--- config.mk ---
export PLATFORM = sky130hd
export DESIGN_NAME = audvid_clock_enable_gen
export DESIGN_NICKNAME = d
export VERILOG_FILES = /design/src/rtl/audvid_clock_enable_gen.sv
export SDC_FILE = /design/constraint.sdc
export NUM_CORES = 1
export LEC_CHECK = 0
export BUFFER_PORTS_ARGS = -buffer_cell sky130_fd_sc_hd__buf_4
export CAP_MARGIN = 20
export CORE_ASPECT_RATIO = 0.7
export CORE_MARGIN = 10
export CORE_UTILIZATION = 40
export CTS_CLUSTER_DIAMETER = 150
export DETAILED_ROUTE_END_ITERATION = 12
export GPL_ROUTABILITY_DRIVEN = 0
export GPL_TIMING_DRIVEN = 0
export PLACE_DENSITY = 0.52
export SETUP_SLACK_MARGIN = 0.5
export SLEW_MARGIN = 20
export SYNTH_ARGS = -nofsm -noshare
export SYNTH_HDL_FRONTEND = slang
export SYNTH_SLANG_ARGS = --single-unit
--- constraint.sdc ---
create_clock -name MasterCLK -period 3.5 [get_ports MasterCLK]
set_input_delay 0.525 -clock MasterCLK [delete_from_list [all_inputs] [get_ports MasterCLK]]
set_output_delay 0.525 -clock MasterCLK [all_outputs]
set_load 0.03 [all_outputs]
--- src/rtl/audvid_clock_enable_gen.sv ---
// rtl/audvid_clock_enable_gen.sv - multi-channel fractional clock-enable generator gated by MMCM lock
module audvid_clock_enable_gen #(
  parameter int               NUM_CH      = 3,
  parameter int               ACC_W       = 24,
  parameter int               SEQ_LEN     = 8,
  parameter logic [ACC_W-1:0] INC_DEFAULT = '0,
  localparam int              CH_W        = (NUM_CH > 1) ? $clog2(NUM_CH) : 1
) (
  input  logic              MasterCLK,
  input  logic              ResetN,
  input  logic              LockIn,
  input  logic [NUM_CH-1:0] ChEnable,
  input  logic              CfgValid,
  output logic              CfgReady,
  input  logic [CH_W-1:0]   CfgCh,
  input  logic [ACC_W-1:0]  CfgInc,
  output logic [NUM_CH-1:0] TickOut,
  output logic [NUM_CH-1:0] PhaseOut,
  output logic              Running
);

  logic               sync1, sync2;
  logic [SEQ_LEN-1:0] lock_sr;
  logic [ACC_W-1:0]   acc [NUM_CH];
  logic [ACC_W-1:0]   inc [NUM_CH];
  logic [CH_W-1:0]    pend_ch;
  logic [ACC_W-1:0]   pend_inc;

  logic               active;
  logic [ACC_W:0]     sum [NUM_CH];
  logic [NUM_CH-1:0]  run_ch;
  logic [NUM_CH-1:0]  carry;
  logic               pend_in_range;
  logic               pend_hit;
  logic               pend_done;

  assign Running = lock_sr[SEQ_LEN-1];
  // sync2 also gates so the accumulators clear on the same edge Running drops
  assign active  = Running & sync2;

  always_comb begin
    pend_in_range = 1'b0;
    pend_hit      = 1'b0;
    for (int i = 0; i < NUM_CH; i++) begin
      run_ch[i]   = active & ChEnable[i];
      sum[i]      = {1'b0, acc[i]} + {1'b0, inc[i]};
      carry[i]    = run_ch[i] & sum[i][ACC_W];
      PhaseOut[i] = acc[i][ACC_W-1];
      if (pend_ch == CH_W'(i)) begin
        pend_in_range = 1'b1;
        pend_hit      = carry[i] | ~run_ch[i];
      end
    end
    // An out-of-range channel retires the pending slot without touching any Inc
    pend_done = ~CfgReady & (pend_hit | ~pend_in_range);
  end

  always_ff @(posedge MasterCLK or negedge ResetN) begin
    if (!ResetN) begin
      sync1    <= 1'b0;
      sync2    <= 1'b0;
      lock_sr  <= '0;
      pend_ch  <= '0;
      pend_inc <= '0;
      CfgReady <= 1'b1;
      TickOut  <= '0;
      for (int i = 0; i < NUM_CH; i++) begin
        acc[i] <= '0;
        inc[i] <= INC_DEFAULT;
      end
    end else begin
      sync1   <= LockIn;
      sync2   <= sync1;
      lock_sr <= sync2 ? SEQ_LEN'({lock_sr, 1'b1}) : '0;
      TickOut <= carry;
      for (int i = 0; i < NUM_CH; i++) begin
        acc[i] <= run_ch[i] ? sum[i][ACC_W-1:0] : '0;
        // The overflowing add still used the old increment; the new one starts next add
        if (pend_done && pend_in_range && pend_ch == CH_W'(i))
          inc[i] <= pend_inc;
      end
      if (CfgReady) begin
        if (CfgValid) begin
          pend_ch  <= CfgCh;
          pend_inc <= CfgInc;
          CfgReady <= 1'b0;
        end
      end else if (pend_done) begin
        CfgReady <= 1'b1;
      end
    end
  end

endmodule

==> impl_results.html <==
<table>
<tr><th>Metric</th><th>Value</th></tr>
<tr><th colspan="2">Global routing</th></tr>
<tr><td>Total global routing overflow</td><td>0</td></tr>
<tr><td>Met2 layer usage reported by global route</td><td>22.5%</td></tr>
<tr><td>Initial antenna violation count</td><td>0</td></tr>
<tr><td>GR Util met3</td><td>3.09%</td></tr>
<tr><td>Vias in the first global route</td><td>6873</td></tr>
<tr><td>Wire length of the first global-routing pass</td><td>37.3 mm</td></tr>
<tr><td>Met1 usage</td><td>23.0%</td></tr>
<tr><td>GRT Util Overall</td><td>about 16%</td></tr>
<tr><td>Pin count of the biggest net entering global routing</td><td>81</td></tr>
<tr><td>Busiest layer in global routing</td><td>met1</td></tr>
<tr><th colspan="2">Placed design</th></tr>
<tr><td>Detailed placer's ending HPWL</td><td>about 16 mm</td></tr>
<tr><td>Port buffer count</td><td>40</td></tr>
<tr><td>Placement Setup Slack</td><td>between 0.02 and 0.025 ns</td></tr>
<tr><td>Placed cell area</td><td>0.0104 mm²</td></tr>
<tr><th colspan="2">Power</th></tr>
<tr><td>Static Leak</td><td>5.39 nW</td></tr>
<tr><td>Pint</td><td>0.00472 W</td></tr>
<tr><td>Part of the total power dissipated in the clock network</td><td>between 30% and 40%</td></tr>
<tr><td>Switching part of the total</td><td>31.8%</td></tr>
<tr><td>Largest voltage drop on the vdd net</td><td>0.369 mV</td></tr>
<tr><td>Power density over the cells</td><td>600 mW/mm²</td></tr>
<tr><td>Fraction of power consumed by sequential logic</td><td>42.3%</td></tr>
<tr><td>Comb pwr share</td><td>between 20 and 30%</td></tr>
<tr><td>Net Switching</td><td>approximately 0.0022 W</td></tr>
<tr><th colspan="2">Timing</th></tr>
<tr><td>Final count of pins violating max slew</td><td>0</td></tr>
<tr><td>Slew of the pin with the lowest slew margin</td><td>just under 0.7 ns</td></tr>
<tr><td>Tmin final</td><td>3.06 ns</td></tr>
<tr><td>Final count of negative-setup-slack endpoints</td><td>0</td></tr>
<tr><td>Aggregate negative setup slack</td><td>0 ns</td></tr>
<tr><td>Maximum clock skew at final layout</td><td>0.0138 ns</td></tr>
<tr><td>Final Hold Vio Count</td><td>0</td></tr>
<tr><td>Maximum operating frequency</td><td>0.327 GHz</td></tr>
<tr><td>Headroom to the max-slew limit</td><td>a little over half</td></tr>
<tr><td>Ratio of final minimum period to clock period</td><td>87.4%</td></tr>
<tr><td>RSZ-0062 raised after global routing</td><td>true</td></tr>
<tr><td>Final worst-path setup slack</td><td>0.440 ns</td></tr>
<tr><th colspan="2">Synthesis</th></tr>
<tr><td>#FFs+latches synth</td><td>around 180</td></tr>
<tr><td>Gate count after technology mapping</td><td>864</td></tr>
<tr><td>Synthesized area</td><td>~0.0097 mm²</td></tr>
<tr><td>Synthesized netlist net count</td><td>~970</td></tr>
<tr><td>Number of flops mapped to enable cells by yosys</td><td>0</td></tr>
<tr><td>Top-count cell post-synth</td><td>dfrtp_1</td></tr>
<tr><td>Biggest area consumer among synthesized cells</td><td>dfrtp_1</td></tr>
<tr><td>Library cells used by synthesis</td><td>61</td></tr>
<tr><td>Proportion of synthesized flip-flops having asynchronous set or reset</td><td>100%</td></tr>
<tr><td>Synth Warn #</td><td>0</td></tr>
<tr><td>Post-synthesis average cell area</td><td>roughly 11 µm²</td></tr>
<tr><td>Most instantiated flip-flop cell in the synthesis netlist</td><td>dfrtp_1</td></tr>
<tr><td>Synth area leaders</td><td>dfrtp_1 (47%), mux2_2 (11%), ha_1 (9.3%)</td></tr>
<tr><td>Share of the synthesized area in the top cell type</td><td>between 40% and 50%</td></tr>
<tr><td>Most common library cells after synthesis</td><td>dfrtp_1 (183), mux2_2 (97), nor2_1 (73), ha_1 (72), a21oi_1 (55)</td></tr>
<tr><td>Sequential area share after synthesis</td><td>between 40% and 50%</td></tr>
<tr><th colspan="2">Route</th></tr>
<tr><td>Routed Wire Length</td><td>22.9 mm</td></tr>
<tr><td>Routed via count divided by cell count</td><td>5.25</td></tr>
<tr><td>Detailed-routing iteration count for the pre-antenna-repair pass</td><td>4</td></tr>
<tr><td>Routed length per instance</td><td>17.9 µm</td></tr>
<tr><td># DRC</td><td>0</td></tr>
<tr><td>Routed vias</td><td>6728</td></tr>
<tr><td>Starting DRT DRC Count</td><td>431</td></tr>
<tr><td>Antenna Violating Nets Remaining</td><td>0</td></tr>
<tr><th colspan="2">Layout</th></tr>
<tr><td># diodes</td><td>0</td></tr>
<tr><td>Post-layout nets</td><td>1059</td></tr>
<tr><td>Area growth from synthesis to layout</td><td>19.4%</td></tr>
<tr><td>Layout cell share with drive strength beyond 1</td><td>24.7%</td></tr>
<tr><td>Final Instance Area</td><td>between 0.01 and 0.015 mm²</td></tr>
<tr><td>Number of fill cells</td><td>about 2200</td></tr>
<tr><th colspan="2">Floorplan</th></tr>
<tr><td>Horizontal die dimension</td><td>206 µm</td></tr>
<tr><td>Number of placed I/O pins</td><td>41</td></tr>
<tr><td>Number of cell rows</td><td>47</td></tr>
<tr><td>Die H</td><td>roughly 150 µm</td></tr>
<tr><td>Starting density of the core</td><td>40.8%</td></tr>
<tr><td>Overall die area</td><td>a little over 0.03 mm²</td></tr>
<tr><td>Area of the core</td><td>0.0237 mm²</td></tr>
<tr><th colspan="2">Setup path</th></tr>
<tr><td>Worst Path Max Fanout</td><td>5</td></tr>
<tr><td>Category of the critical setup timing path</td><td>reg -&gt; reg</td></tr>
<tr><td>Family of cells with the greatest summed delay on the critical path</td><td>compound AO/OA/AOI/OAI gates</td></tr>
<tr><td>Longest individual stage delay on the worst path</td><td>approximately 0.40 ns</td></tr>
<tr><td>Critical Path, Cell by Cell</td><td>ha_4, inv_2, fa_2, nand2b_4, a21oi_4, o211ai_2, o21ba_4, a211oi_4, o211ai_2, a31oi_4, buf_6, buf_16, mux2_4</td></tr>
<tr><td>Endpoint class of the critical path</td><td>flop</td></tr>
<tr><td>Arr. time, crit path</td><td>around 3.4 ns</td></tr>
<tr><td>Crit-path slowest cell</td><td>dfrtp_1</td></tr>
<tr><td>Number of buffer and inverter stages on the critical path</td><td>3</td></tr>
<tr><td>Setup crit start kind</td><td>flop</td></tr>
<tr><td>Required arrival time at the worst endpoint</td><td>around 3.8 ns</td></tr>
<tr><td>Most common cell type on the critical path</td><td>o211ai_2</td></tr>
<tr><th colspan="2">Clock tree</th></tr>
<tr><td>Number of buffers inserted during clock tree synthesis</td><td>17</td></tr>
<tr><td>Maximum buffer depth of the clock tree</td><td>2</td></tr>
<tr><td>Clock tree root driver cell</td><td>clkbuf_16</td></tr>
<tr><td>H-tree depth</td><td>4</td></tr>
<tr><td>Clock Sink Count</td><td>184</td></tr>
<tr><td>Clk pin slew, worst setup/hold paths</td><td>about 0.070 ns</td></tr>
<tr><td>CTS tree</td><td>yes</td></tr>
<tr><td>Skew-Pair Late Insertion Delay</td><td>~0.45 ns</td></tr>
<tr><th colspan="2">Worst hold path</th></tr>
<tr><td>Hold Crit Class</td><td>in -&gt; reg</td></tr>
<tr><th colspan="2">Job</th></tr>
<tr><td>Max-cap viol count</td><td>0</td></tr>
<tr><th colspan="2">Status</th></tr>
<tr><td>Run status</td><td>finished, final reports clean</td></tr>
</table>
-- power by group through the flow --
| stage | clock, W | combinational [W] | sequential, W |
|---|---|---|---|
| after floorplan | 0 | 0.00144 | 0.00278 |
| after detailed placement | 0 | 0.00177 | 0.00295 |
| after global routing | 0.00223 | 0.00216 | 0.00298 |
| final | 0.00209 | 0.00191 | 0.00293 |
| after global placement | 0 | 0.00174 | 0.00294 |
| after CTS | 0.00214 | 0.00189 | 0.00292 |
-- logic make-up after synthesis --
family                     Yosys count  share of synthesized area [%]
DFF                                184                           47.6
adders and majority gates           75                           9.94
muxes                               99                           11.5
xor gates and xnor gates            41                           3.71
and+or+nand+nor                    229                           11.8
buffers and inverters               46                           2.25
AOI/OAI and AO/OA                  190                           13.2
-- final timing paths --
path                                end  slack, ns    start  cells after the start
worst max-delay path            inc[56]       0.44  inc[48]                     13
worst min-delay path              sync1       0.19   LockIn                      1
worst max register to register  inc[56]       0.44  inc[48]                     13
worst min register to register    sync2       0.38    sync1                      0
max in group asynchronous       inc[12]       2.17   ResetN                      3
min in group asynchronous       inc[54]       0.58   ResetN                      2
-- state kept, by name, indices dropped and copies added, names as in the netlist, 2 cells and up --
name      cells
PhaseOut      3
acc          69
inc          72
pend_inc     24
TickOut       3
lock_sr       8
pend_ch       2
-- layout make-up --
cell class / instances / area [µm²] / area share [%]
Clock buffer: 19 / 453 / 3.92
Buffer: 24 / 150 / 1.30
Tap cell: 318 / 398 / 3.45
Timing Repair Buffer: 68 / 613 / 5.31
Multi-Input combinational cell: 634 / 5070 / 43.9
Inverter: 22 / 82.6 / 0.715
Sequential cell: 184 / 4610 / 39.9
Clock inverter: 13 / 179 / 1.55
-- layer usage --
layer	up-vias	part of all wire [%]
met5	-	0
met4	0	0.75
met3	8	3.7
met2	75	42
met1	3328	53
li1	3317	-
-- through the flow --
stage / std cells / hold WS (ns) / power, W / utilization (%)
floorplan: 864 / 0.229 / 0.00422 / -
global placement: 1222 / 0.376 / 0.00468 / 43.8
detailed placement: 1224 / 0.378 / 0.00472 / 44.0
CTS: 1274 / 0.173 / 0.00695 / 48.1
global route: 1282 / 0.171 / 0.00738 / 48.7
finish: 1282 / 0.186 / 0.00693 / 48.7
-- placed cells by master, fill, tap and decap left out, types with 6 or more instances in the layout --
cell type / n
dfrtp_1: 183
mux2_2: 79
nor2_1: 73
ha_1: 70
buf_4: 61
a21oi_1: 51
nand2_1: 36
o21ai_0: 29
xor2_1: 25
inv_1: 21
a21o_1: 20
nand3_1: 20
nor3_1: 19
o21a_1: 18
mux2_4: 18
clkbuf_16: 17
xnor2_1: 16
and2_1: 14
clkbuf_1: 14
a211oi_1: 12
nand2b_1: 10
nor3b_1: 10
and3_1: 9
nand4_1: 9
buf_6: 8
o211ai_1: 7
inv_6: 7
a31oi_1: 6
nor2b_1: 6
-- what timing repair did --
action,CTS,global route
hold buffers,1,0
pin swaps,10,15
buffers inserted,14,7
endpoints found under the hold margin,35,0
gates resized for setup,44,15
gates cloned,3,1
setup endpoints to repair,69,71
(Power assumes the default switching activity.)
